===== config.mk =====
export PLATFORM = sky130hd
export DESIGN_NAME = top_in_uart
export DESIGN_NICKNAME = d
export VERILOG_FILES = /design/src/rtl/top_in_pkg.sv /design/src/rtl/top_in_uart_byte_tx.sv /design/src/rtl/top_in_uart.sv
export SDC_FILE = /design/constraint.sdc
export NUM_CORES = 1
export LEC_CHECK = 0
export CAP_MARGIN = 20
export CORE_MARGIN = 2
export CORE_UTILIZATION = 48
export DETAILED_ROUTE_END_ITERATION = 8
export GPL_ROUTABILITY_DRIVEN = 0
export GPL_TIMING_DRIVEN = 0
export PLACE_DENSITY = 0.76
export SYNTH_ARGS = -nofsm -noshare
export SYNTH_HDL_FRONTEND = slang
export SYNTH_SLANG_ARGS = --single-unit

===== constraint.sdc =====
create_clock -name clk -period 2 [get_ports clk]
set_input_delay 0.3 -clock clk [delete_from_list [all_inputs] [get_ports clk]]
set_output_delay 0.3 -clock clk [all_outputs]
set_load 0.05 [all_outputs]

===== src/rtl/top_in_pkg.sv =====
// Shared constants, outer FSM state type and byte selection helper
// for the 64-bit word UART transmitter.
package top_in_pkg;

    localparam int CLK_FREQ_DEF = 50_000_000;
    localparam int BAUD_DEF     = 115_200;
    localparam int BAUD_DIV_DEF = CLK_FREQ_DEF / BAUD_DEF;
    localparam int NUM_BYTES    = 8;
    localparam int FRAME_LEN    = 10;

    typedef enum logic [1:0] {
        ST_IDLE,
        ST_LOAD,
        ST_SEND,
        ST_NEXT
    } state_t;

    // Byte 0 is the most significant byte of the word.
    function automatic logic [7:0] byte_of(
        input logic [63:0] w,
        input logic [2:0]  idx
    );
        return w[{~idx, 3'b000} +: 8];
    endfunction

endpackage


===== src/rtl/top_in_uart_byte_tx.sv =====
// Single 8N1 frame transmitter: 10-bit shift register plus baud counter.
// tx_done pulses for one clock at the end of the stop bit.
module uart_byte_tx
    import top_in_pkg::*;
#(
    parameter int BAUD_DIV = BAUD_DIV_DEF
) (
    input  logic       clk,
    input  logic       rst_n,
    input  logic       tx_start,
    input  logic [7:0] tx_data,
    output logic       txd,
    output logic       tx_done,
    output logic       tx_busy
);

    localparam int CW = (BAUD_DIV > 1) ? $clog2(BAUD_DIV) : 1;
    localparam int BW = $clog2(FRAME_LEN);

    logic [FRAME_LEN-1:0] shreg;
    logic [CW-1:0]        baud_cnt;
    logic [BW-1:0]        bit_cnt;
    logic                 bit_end;
    logic                 last_bit;

    assign bit_end  = (baud_cnt == CW'(BAUD_DIV - 1));
    assign last_bit = (bit_cnt == BW'(FRAME_LEN - 1));

    always_ff @(posedge clk) begin
        if (rst_n) begin
            shreg    <= '1;
            baud_cnt <= '0;
            bit_cnt  <= '0;
            tx_busy  <= 1'b0;
            tx_done  <= 1'b0;
            txd      <= 1'b1;
        end else begin
            tx_done <= 1'b0;
            // Line output is a registered copy of the shift register LSB.
            txd     <= tx_busy ? shreg[0] : 1'b1;
            if (!tx_busy) begin
                if (tx_start) begin
                    shreg    <= {1'b1, tx_data, 1'b0};
                    baud_cnt <= '0;
                    bit_cnt  <= '0;
                    tx_busy  <= 1'b1;
                end
            end else if (bit_end) begin
                baud_cnt <= '0;
                shreg    <= {1'b1, shreg[FRAME_LEN-1:1]};
                if (last_bit) begin
                    tx_busy <= 1'b0;
                    tx_done <= 1'b1;
                    bit_cnt <= '0;
                end else begin
                    bit_cnt <= bit_cnt + 1'b1;
                end
            end else begin
                baud_cnt <= baud_cnt + 1'b1;
            end
        end
    end

endmodule


===== src/rtl/top_in_uart.sv =====
// Sends a captured 64-bit word as eight 8N1 frames, MSB byte first,
// launched by a rising edge on manual_start.
module top_in_uart
    import top_in_pkg::*;
#(
    parameter int CLK_FREQ = CLK_FREQ_DEF,
    parameter int BAUD     = BAUD_DEF
) (
    input  logic        clk,
    input  logic        rst_n,
    input  logic [63:0] data_64,
    input  logic        manual_start,
    output logic        uart_txd
);

    localparam int BAUD_DIV = CLK_FREQ / BAUD;

    state_t      state;
    state_t      state_nx;
    logic [2:0]  idx;
    logic [2:0]  idx_nx;
    logic [2:0]  sel;
    logic [63:0] word_q;
    logic [7:0]  tx_data;
    logic        start_d;
    logic        start_evt;
    logic        accept;
    logic        busy;
    logic        tx_start;
    logic        tx_done;
    logic        tx_busy;

    assign start_evt = manual_start & ~start_d;
    assign busy      = (state != ST_IDLE) | tx_busy;
    assign accept    = start_evt & ~busy;
    assign tx_data   = byte_of(word_q, sel);

    always_ff @(posedge clk) begin
        if (rst_n) begin
            state   <= ST_IDLE;
            idx     <= '0;
            start_d <= 1'b0;
            word_q  <= '0;
        end else begin
            state   <= state_nx;
            idx     <= idx_nx;
            start_d <= manual_start;
            if (accept) begin
                word_q <= data_64;
            end
        end
    end

    // NEXT presents the following byte in the same cycle it pulses tx_start.
    always_comb begin
        state_nx = state;
        idx_nx   = idx;
        sel      = idx;
        tx_start = 1'b0;
        unique case (state)
            ST_IDLE: begin
                if (accept) begin
                    state_nx = ST_LOAD;
                end
            end
            ST_LOAD: begin
                idx_nx   = '0;
                sel      = '0;
                tx_start = 1'b1;
                state_nx = ST_SEND;
            end
            ST_SEND: begin
                if (tx_done) begin
                    state_nx = ST_NEXT;
                end
            end
            ST_NEXT: begin
                if (idx == 3'(NUM_BYTES - 1)) begin
                    state_nx = ST_IDLE;
                end else begin
                    idx_nx   = idx + 3'd1;
                    sel      = idx + 3'd1;
                    tx_start = 1'b1;
                    state_nx = ST_SEND;
                end
            end
            default: state_nx = ST_IDLE;
        endcase
    end

    uart_byte_tx #(
        .BAUD_DIV(BAUD_DIV)
    ) u_byte_tx (
        .clk     (clk),
        .rst_n   (rst_n),
        .tx_start(tx_start),
        .tx_data (tx_data),
        .txd     (uart_txd),
        .tx_done (tx_done),
        .tx_busy (tx_busy)
    );

endmodule


==> results of run 1 <==
[per-stage QoR]
step                      hold WS (ns)  util [%]
after detailed placement         0.449      58.1
after CTS                        0.462      61.4
after floorplan                  0.412         -
after global routing             0.480      63.5
final                            0.463      63.5
after global placement           0.444      58.1
[final timing paths]
kind / from / to / slack [ns] / cells past startpoint
hold / removal: word_q[29] / word_q[29] / 0.46 / 2
hold reg to reg: word_q[29] / word_q[29] / 0.46 / 2
setup / recovery: idx[0] / u_byte_tx.shreg[7] / 0.01 / 8
setup reg to reg: idx[0] / u_byte_tx.shreg[7] / 0.01 / 8
[cell families (layout without fill, tap and decap cells)]
kind of cell               Yosys count  in the layout  synth area share (%)
and+or+nand+nor                    272            272                  29.3
AOI/OAI and AO/OA                  116            116                  17.1
DFF                                 95             95                  45.1
buffers and inverters               41            132                  4.74
muxes                                9              9                  2.14
adders and majority gates            5              5                  1.48
xor gates and xnor gates             1              1                 0.208
[critical path, cell delays in order, from the launching register on]
cell,delay [ns]
dfxtp_4,0.37
ha_4,0.15
buf_6,0.13
and2_4,0.18
o311a_4,0.38
buf_12,0.17
mux2i_4,0.19
a32oi_2,0.16
and4b_1,0.20
[metal layers]
layer | track usage (%) | wire [µm]
met1 | 30.8 | 5080
met2 | 38.1 | 5230
met3 | 3.51 | 630
met4 | 8.23 | 248
met5 | 0 | 0
[area by class of cell]
| type | count | area (µm²) | area share, % |
|---|---|---|---|
| buffer | 37 | 216 | 3.95 |
| clock buffer | 12 | 155 | 2.83 |
| clock inverter | 4 | 76.3 | 1.39 |
| inverter | 3 | 11.3 | 0.205 |
| multi-input combinational | 403 | 2220 | 40.6 |
| sequential | 95 | 1910 | 34.8 |
| tap | 108 | 135 | 2.47 |
| timing repair buffer | 76 | 754 | 13.8 |
[repair_timing]
| item | in CTS | in global routing |
|---|---|---|
| cloned | 0 | 2 |
| setup buffers | 2 | 6 |
| endpoints found under the setup margin | 8 | 54 |
| gates resized for setup | 12 | 38 |
| pin swaps | 3 | 7 |
[state kept, by name, indices dropped and copies added, names as in the netlist]
signal / count
u_byte_tx.bit_cnt: 4
u_byte_tx.shreg: 9
start_d: 1
idx: 3
u_byte_tx.txd: 1
u_byte_tx.baud_cnt: 9
u_byte_tx.tx_busy: 1
state: 2
u_byte_tx.tx_done: 1
word_q: 64
[cell usage in the layout, fill, tap and decap left out, types with 3 or more instances in the layout]
cell             netlist  routed
a21oi_1               75      75
a311oi_1               4       4
a32oi_1                9       8
and2_1                 4       4
and3_1                 6       6
and4b_1                7       7
buf_2                  7       5
buf_4                  3      10
buf_6                  2       5
clkbuf_1              18      13
clkbuf_2               0      12
clkbuf_8               0      11
clkdlybuf4s50_1        0      66
dfxtp_1               95      92
ha_1                   5       4
inv_1                  3       3
mux2i_1                9       3
mux2i_2                0       3
mux2i_4                0       3
nand2_1              191     191
nand3_1               20      20
nand4_1                3       3
nor2_1                17      16
nor2b_1                6       6
nor3_1                 4       4
nor3b_1                3       3
o21ai_0                7       6
o22ai_1                7       7
[power by group through the flow]
stage          Combinational (mW)  Clock [mW]  Sequential, mW
2_1_floorplan               0.307           0            2.09
3_3_place_gp                0.518           0            2.10
3_5_place_dp                0.530           0            2.11
4_1_cts                     0.539        1.44            2.06
5_1_grt                     0.627        1.53            2.08
6_report                    0.569        1.44            2.07
==> summary.md, run 1 <==
| Metric | Value |
|---|---|
| Hold WC Path Type | `reg2reg` |
| Die area | `9560 µm²` |
| First-pass GRT wire length | `18000 µm` |
| Synth cell count leaders | `nand2_1 (191), dfxtp_1 (95), a21oi_1 (75)` |
| Syn_area_per_cell | `7.83 µm²` |
| Peak VDD IR | `0.000383 V` |
| Port bufs | `66` |
| CP startpoint kind | `register` |
| Nets | `697` |
| DP HPWL | `7870 µm` |
| Setup TNS | `0 ns` |
| Count leader, synth | `nand2_1` |
| H-tree Lvls | `3` |
| CP Class | `reg2reg` |
| FF+latch count, synth | `95` |
| Place WS | `-0.266 ns` |
| Most used DFF post-synth | `dfxtp_1` |
| Data arrival time of the worst path | `2.30 ns` |
| Crit share post-route | `99.5%` |
| Number of enable flip-flop cells after synthesis | `0` |
| TritonCTS clock tree | `done` |
| Net Count, Synth | `611` |
| Dpl cell area | `5010 µm²` |
| Clock tree buffer depth | `2` |
| Final WL | `11200 µm` |
| Crit Path Max Fanout | `8` |
| Syn. warnings | `0` |
| Int Pwr | `3.05 mW` |
| Largest net degree at the start of global routing | `16` |
| Die span in x | `97.8 µm` |
| Status | `complete, no violations` |
| Sw Pwr | `1.04 mW` |
| Clk Tree Root Cell | `clkbuf_8` |
| Fraction of layout cells with a size suffix above 1 | `11.4%` |
| Iteration-0 DRC Markers | `242` |
| DRC violations left | `0` |
| Fmax | `0.503 GHz` |
| Crit end category | `register` |
| Rows | `34` |
| Post-Place Cells | `713` |
| Fraction of the yosys area taken by sequential cells | `45.1%` |
| Required time worst endpoint | `2.31 ns` |
| Clk pwr share | `35.4%` |
| Slew Limit Fails | `0` |
| Layout area overhead | `29.9%` |
| Vias in the first global route | `3864` |
| Synthesized instance count | `539` |
| Mapped Area | `4220 µm²` |
| Clock skew | `0.00864 ns` |
| Die Height | `97.8 µm` |
| Leak | `1.95 nW` |
| Count of cell types in the netlist | `46` |
| GRT Total Usage | `23.0%` |
| Post-route setup slack | `0.0102 ns` |
| Flop pwr share | `50.7%` |
| Final cell count without fillers | `738` |
| Initial antenna violation count | `0` |
| Vias per std cell | `5.50` |
| Core Box Area | `8640 µm²` |
| Rel. slew slack | `60.2%` |
| Wire per inst | `15.2 µm` |
| I/O pins | `68` |
| Share of the synthesized area in the top cell type | `45.1%` |
| Largest area contributor in the netlist | `dfxtp_1` |
| Worst-Margin Slew | `0.598 ns` |
| PwrDens | `746 nW/µm²` |
| Max-cap viol count | `0` |
| Fin. Hold Viols | `0` |
| Gate power share | `13.9%` |
| Asr flop ratio synth | `0%` |
| Remaining antenna violation count | `0` |
| Initial core utilization | `48.9%` |
| Final Cell Area | `5480 µm²` |
| Top post-synthesis cells by area | `dfxtp_1 (45%), nand2_1 (17%), a21oi_1 (8.9%)` |
| Power, Total | `4.09 mW` |
| Filler cells | `731` |
| Min Tclk post-route | `1.99 ns` |
| Sink Count | `95` |
| Clk Latency, worst-skew pair | `0.36 ns` |
| Post-CTS Hold Buffers | `0` |
| Switching portion of total power | `25.4%` |
| Clock slew at reported path FFs | `0.09 ns` |
| Total congestion overflow | `0` |
| RSZ-0062 raised after global routing | `yes` |
| Via count | `4061` |
| Antenna diodes | `0` |
| Num CTS Buffers | `9` |
| DRT Pass-1 Iters | `6` |
| Final setup viols | `0` |
(Power assumes the default switching activity.)
==> inputs of run 2 (changes only) <==
Settings changed: ABC_AREA set to 1, PLACE_DENSITY 0.76 to 0.75, SKIP_CTS_REPAIR_TIMING set to 1, SLEW_MARGIN set to 20.
==> summary.md, run 2 <==
| Metric | Value |
|---|---|
| Reg2reg end | `u_byte_tx.shreg[2]` |
| Filler cells | `822 (+12%)` |
| Hold worst-path end | `u_byte_tx.baud_cnt[0]` |
| Nets | `758 (+8.8%)` |
| Syn_area_per_cell | `7.14 µm² (-8.8%)` |
| Gate power share | `41.7% (+28 points)` |
| Final cell count without fillers | `799 (+8.3%)` |
| Flop pwr share | `38.5% (-12 points)` |
| DP HPWL | `8260 µm (+5.0%)` |
| Number of enable flip-flop cells after synthesis | `0 (unchanged)` |
| TritonCTS clock tree | `done` |
| Peak VDD IR | `0.000630 V (+64%)` |
| Largest area contributor in the netlist | `dfxtp_1` |
| Worst min-delay path startpoint | `rst_n` |
| CP startpoint kind | `register` |
| Required time worst endpoint | `2.26 ns (-0.05 ns)` |
| Count leader, synth | `nor2_1` |
| Worst R2R Path Depth | `12 (+4)` |
| Post-Place Cells | `783 (+9.8%)` |
| Clk pwr share | `19.8% (-16 points)` |
| Most common cell after layout, fill and taps aside | `nor2_1` |
| Final Cell Area | `5370 µm² (-2.1%)` |
| Num CTS Buffers | `9 (unchanged)` |
| Crit Path Max Fanout | `10 (+2)` |
| Leak | `2.21 nW (+13%)` |
| Sw Pwr | `2.88 mW (+180%)` |
| CP Class | `reg2reg` |
| Setup TNS | `0 ns (unchanged)` |
| Grt met3 use | `5.41% (+1.9 points)` |
| RSZ-0062 raised after global routing | `no` |
| Initial antenna violation count | `0 (unchanged)` |
| Slew Limit Fails | `0 (unchanged)` |
| Synth Area in Adders | `1.44% (-0.044 points)` |
| I/O pins | `68 (unchanged)` |
| Clock slew at reported path FFs | `0.09 ns (about the same)` |
| Count of cell types in the netlist | `30 (-35%)` |
| Vias per std cell | `5.44 (-1.2%)` |
| Clock skew | `0.00975 ns (+0.00112 ns)` |
| GRT Total Usage | `23.7% (+0.66 points)` |
| Sink Count | `95 (unchanged)` |
| GRT Max-Usage Layer | `met2` |
| Top post-synthesis cells by area | `dfxtp_1 (44%), nor2_1 (14%), o21ai_0 (7.4%)` |
| Biggest regs | `word_q x64, u_byte_tx.baud_cnt x9, u_byte_tx.shreg x9` |
| Die Height | `99.2 µm (+1.5%)` |
| Initial core utilization | `49.6% (+0.76 points)` |
| Final WL | `11400 µm (+2.0%)` |
| Hold WC Path Type | `in2reg` |
| Met1 usage | `31.1% (+0.31 points)` |
| Crit end category | `register` |
| Rel. slew slack | `63.5% (+3.4 points)` |
| Antenna diodes | `0 (unchanged)` |
| Vias in the first global route | `4124 (+6.7%)` |
| Int Pwr | `4.17 mW (+37%)` |
| Hold Slack | `0.255 ns (-0.208 ns)` |
| DRT Pass-1 Iters | `5 (-1)` |
| Port bufs | `66 (unchanged)` |
| FF+latch count, synth | `95 (unchanged)` |
| Total congestion overflow | `0 (unchanged)` |
| Worst-Margin Slew | `0.547 ns (-0.0506 ns)` |
| Min Tclk post-route | `1.86 ns (-0.134 ns)` |
| Status | `complete, no violations` |
| Asr flop ratio synth | `0% (unchanged)` |
| Syn. warnings | `0 (unchanged)` |
| Hold Path Depth | `2 (unchanged)` |
| Layout area overhead | `23.5%` |
| H-tree Lvls | `3 (unchanged)` |
| Clk Latency, worst-skew pair | `0.36 ns (about the same)` |
| Mux cell area share after synthesis | `0% (-2.1 points)` |
| Switching portion of total power | `40.8% (+15 points)` |
| M2 GR Usage | `39.7% (+1.6 points)` |
| Max reg flops | `64 (unchanged)` |
| First-pass GRT wire length | `19000 µm (+5.4%)` |
| Die area | `9840 µm² (+2.9%)` |
| Fraction of the yosys area taken by sequential cells | `43.7% (-1.3 points)` |
| Largest net degree at the start of global routing | `16 (unchanged)` |
| Most used DFF post-synth | `dfxtp_1` |
| Clock tree buffer depth | `2 (unchanged)` |
| DRC violations left | `0 (unchanged)` |
| Clk Tree Root Cell | `clkbuf_8` |
| Fin. Hold Viols | `0 (unchanged)` |
| PwrDens | `1310 nW/µm² (+76%)` |
| R2R Setup Slk | `0.14 ns (+0.13 ns)` |
| Fmax | `0.539 GHz (+7.2%)` |
| Final setup viols | `0 (unchanged)` |
| Remaining antenna violation count | `0 (unchanged)` |
| Reg with most FFs | `word_q` |
| Synth cell count leaders | `nor2_1 (161), dfxtp_1 (95), nand2_1 (70)` |
| Core Box Area | `8760 µm² (+1.5%)` |
| Net Count, Synth | `681 (+11%)` |
| Crit share post-route | `92.8% (-6.7 points)` |
| Synthesized instance count | `609 (+13%)` |
| Share of the synthesized area in the top cell type | `43.7% (-1.3 points)` |
| Die span in x | `99.2 µm (+1.5%)` |
| R2r startpoint | `idx[0]` |
| Xor/xnor cell area share of the yosys netlist | `0.403% (+0.20 points)` |
| Most frequent cells in the layout | `nor2_1 (161), dfxtp_1 (94), nand2_1 (70), clkdlybuf4s50_1 (66), o21ai_0 (64)` |
| Largest family of logic cells by synthesized area | `simple AND/OR/NAND/NOR gates` |
| Dpl cell area | `5140 µm² (+2.6%)` |
| Power, Total | `7.04 mW (+72%)` |
| Iteration-0 DRC Markers | `329 (+36%)` |
| Rows | `34 (unchanged)` |
| Simple-gate share of the synthesized area | `35.0% (+5.8 points)` |
| Data arrival time of the worst path | `2.11 ns (-0.19 ns)` |
| Fraction of layout cells with a size suffix above 1 | `8.97% (-2.5 points)` |
| Max-cap viol count | `0 (unchanged)` |
| Via count | `4343 (+6.9%)` |
| Wire per inst | `14.3 µm (-5.8%)` |
| Synth Area in Compound Gates | `12.1% (-4.9 points)` |
| Mapped Area | `4350 µm² (+3.1%)` |
==> run 2: changes by cell type after synthesis, moves of 10 or more <==
| cell | change |
|---|---|
| nor2_1 | +144 |
| nand4_1 | +31 |
| buf_2 | +10 |
| o21ai_0 | +57 |
| nand2_1 | -121 |
| nand3_1 | +42 |
| a21oi_1 | -50 |
| inv_1 | +14 |
==> run 2: power by group through the flow <==
stage,logic (mW),registers (mW),clock network (mW)
2_1_floorplan,2.12,2.64,0
3_3_place_gp,2.81,2.73,0
3_5_place_dp,2.87,2.74,0
4_1_cts,2.90,2.70,1.41
5_1_grt,3.29,2.76,1.49
6_report,2.94,2.71,1.39
==> run 2: per-layer routing <==
metal	share of wire (%)	vias up	routed length, µm
li1	-	2192	-
met1	46	1998	5220
met2	47	138	5360
met3	5.7	15	648
met4	1.6	0	177
met5	0	-	0
==> run 2: critical path, stage by stage (launching register included) <==
cell	delay, ns
dfxtp_2	0.34
ha_1	0.22
nand2_2	0.14
nand2_4	0.09
nand3_2	0.09
nand2_4	0.10
inv_4	0.12
buf_6	0.15
nand3_1	0.13
nand3_1	0.13
nand3_1	0.11
nand2_1	0.09
nand2_1	0.05
==> run 2: area by class of cell <==
cell class              instances  area, µm²  area share (%)
plain buffers                  42        230            4.29
inverters                      22       85.1            1.59
flip-flops and latches         95       1900            35.5
clock inverters                 5       81.3            1.52
multi-input cells             450       2130            39.7
repair buffers                 66        661            12.3
well taps                     108        135            2.52
clock buffers                  11        141            2.63
==> run 2: how the worst max path moves through the flow <==
stage | start | slack, ns | to
2_1_floorplan | idx[0] | 0.50 | u_byte_tx.shreg[3]
3_5_place_dp | manual_start | 0.16 | word_q[62]
4_1_cts | idx[0] | 0.19 | u_byte_tx.shreg[2]
5_1_grt | idx[0] | 0.02 | u_byte_tx.shreg[2]
6_report | idx[0] | 0.14 | u_byte_tx.shreg[2]
3_3_place_gp | manual_start | 0.15 | word_q[2]
==> run 2: kinds of logic after synthesis <==
| kind of cell | count (synthesis) |
|---|---|
| and+or+nand+nor | 341 |
| AOI/OAI and AO/OA | 102 |
| DFF | 95 |
| buffers and inverters | 64 |
| adders and majority gates | 5 |
| xor gates and xnor gates | 2 |
==> run 2: per-stage QoR <==
step                setup slack (ns)  util, %
floorplan                      0.503        -
global placement               0.153     58.7
detailed placement             0.157     58.7
CTS                            0.187     61.2
global route                  0.0200     61.3
finish                         0.144     61.3
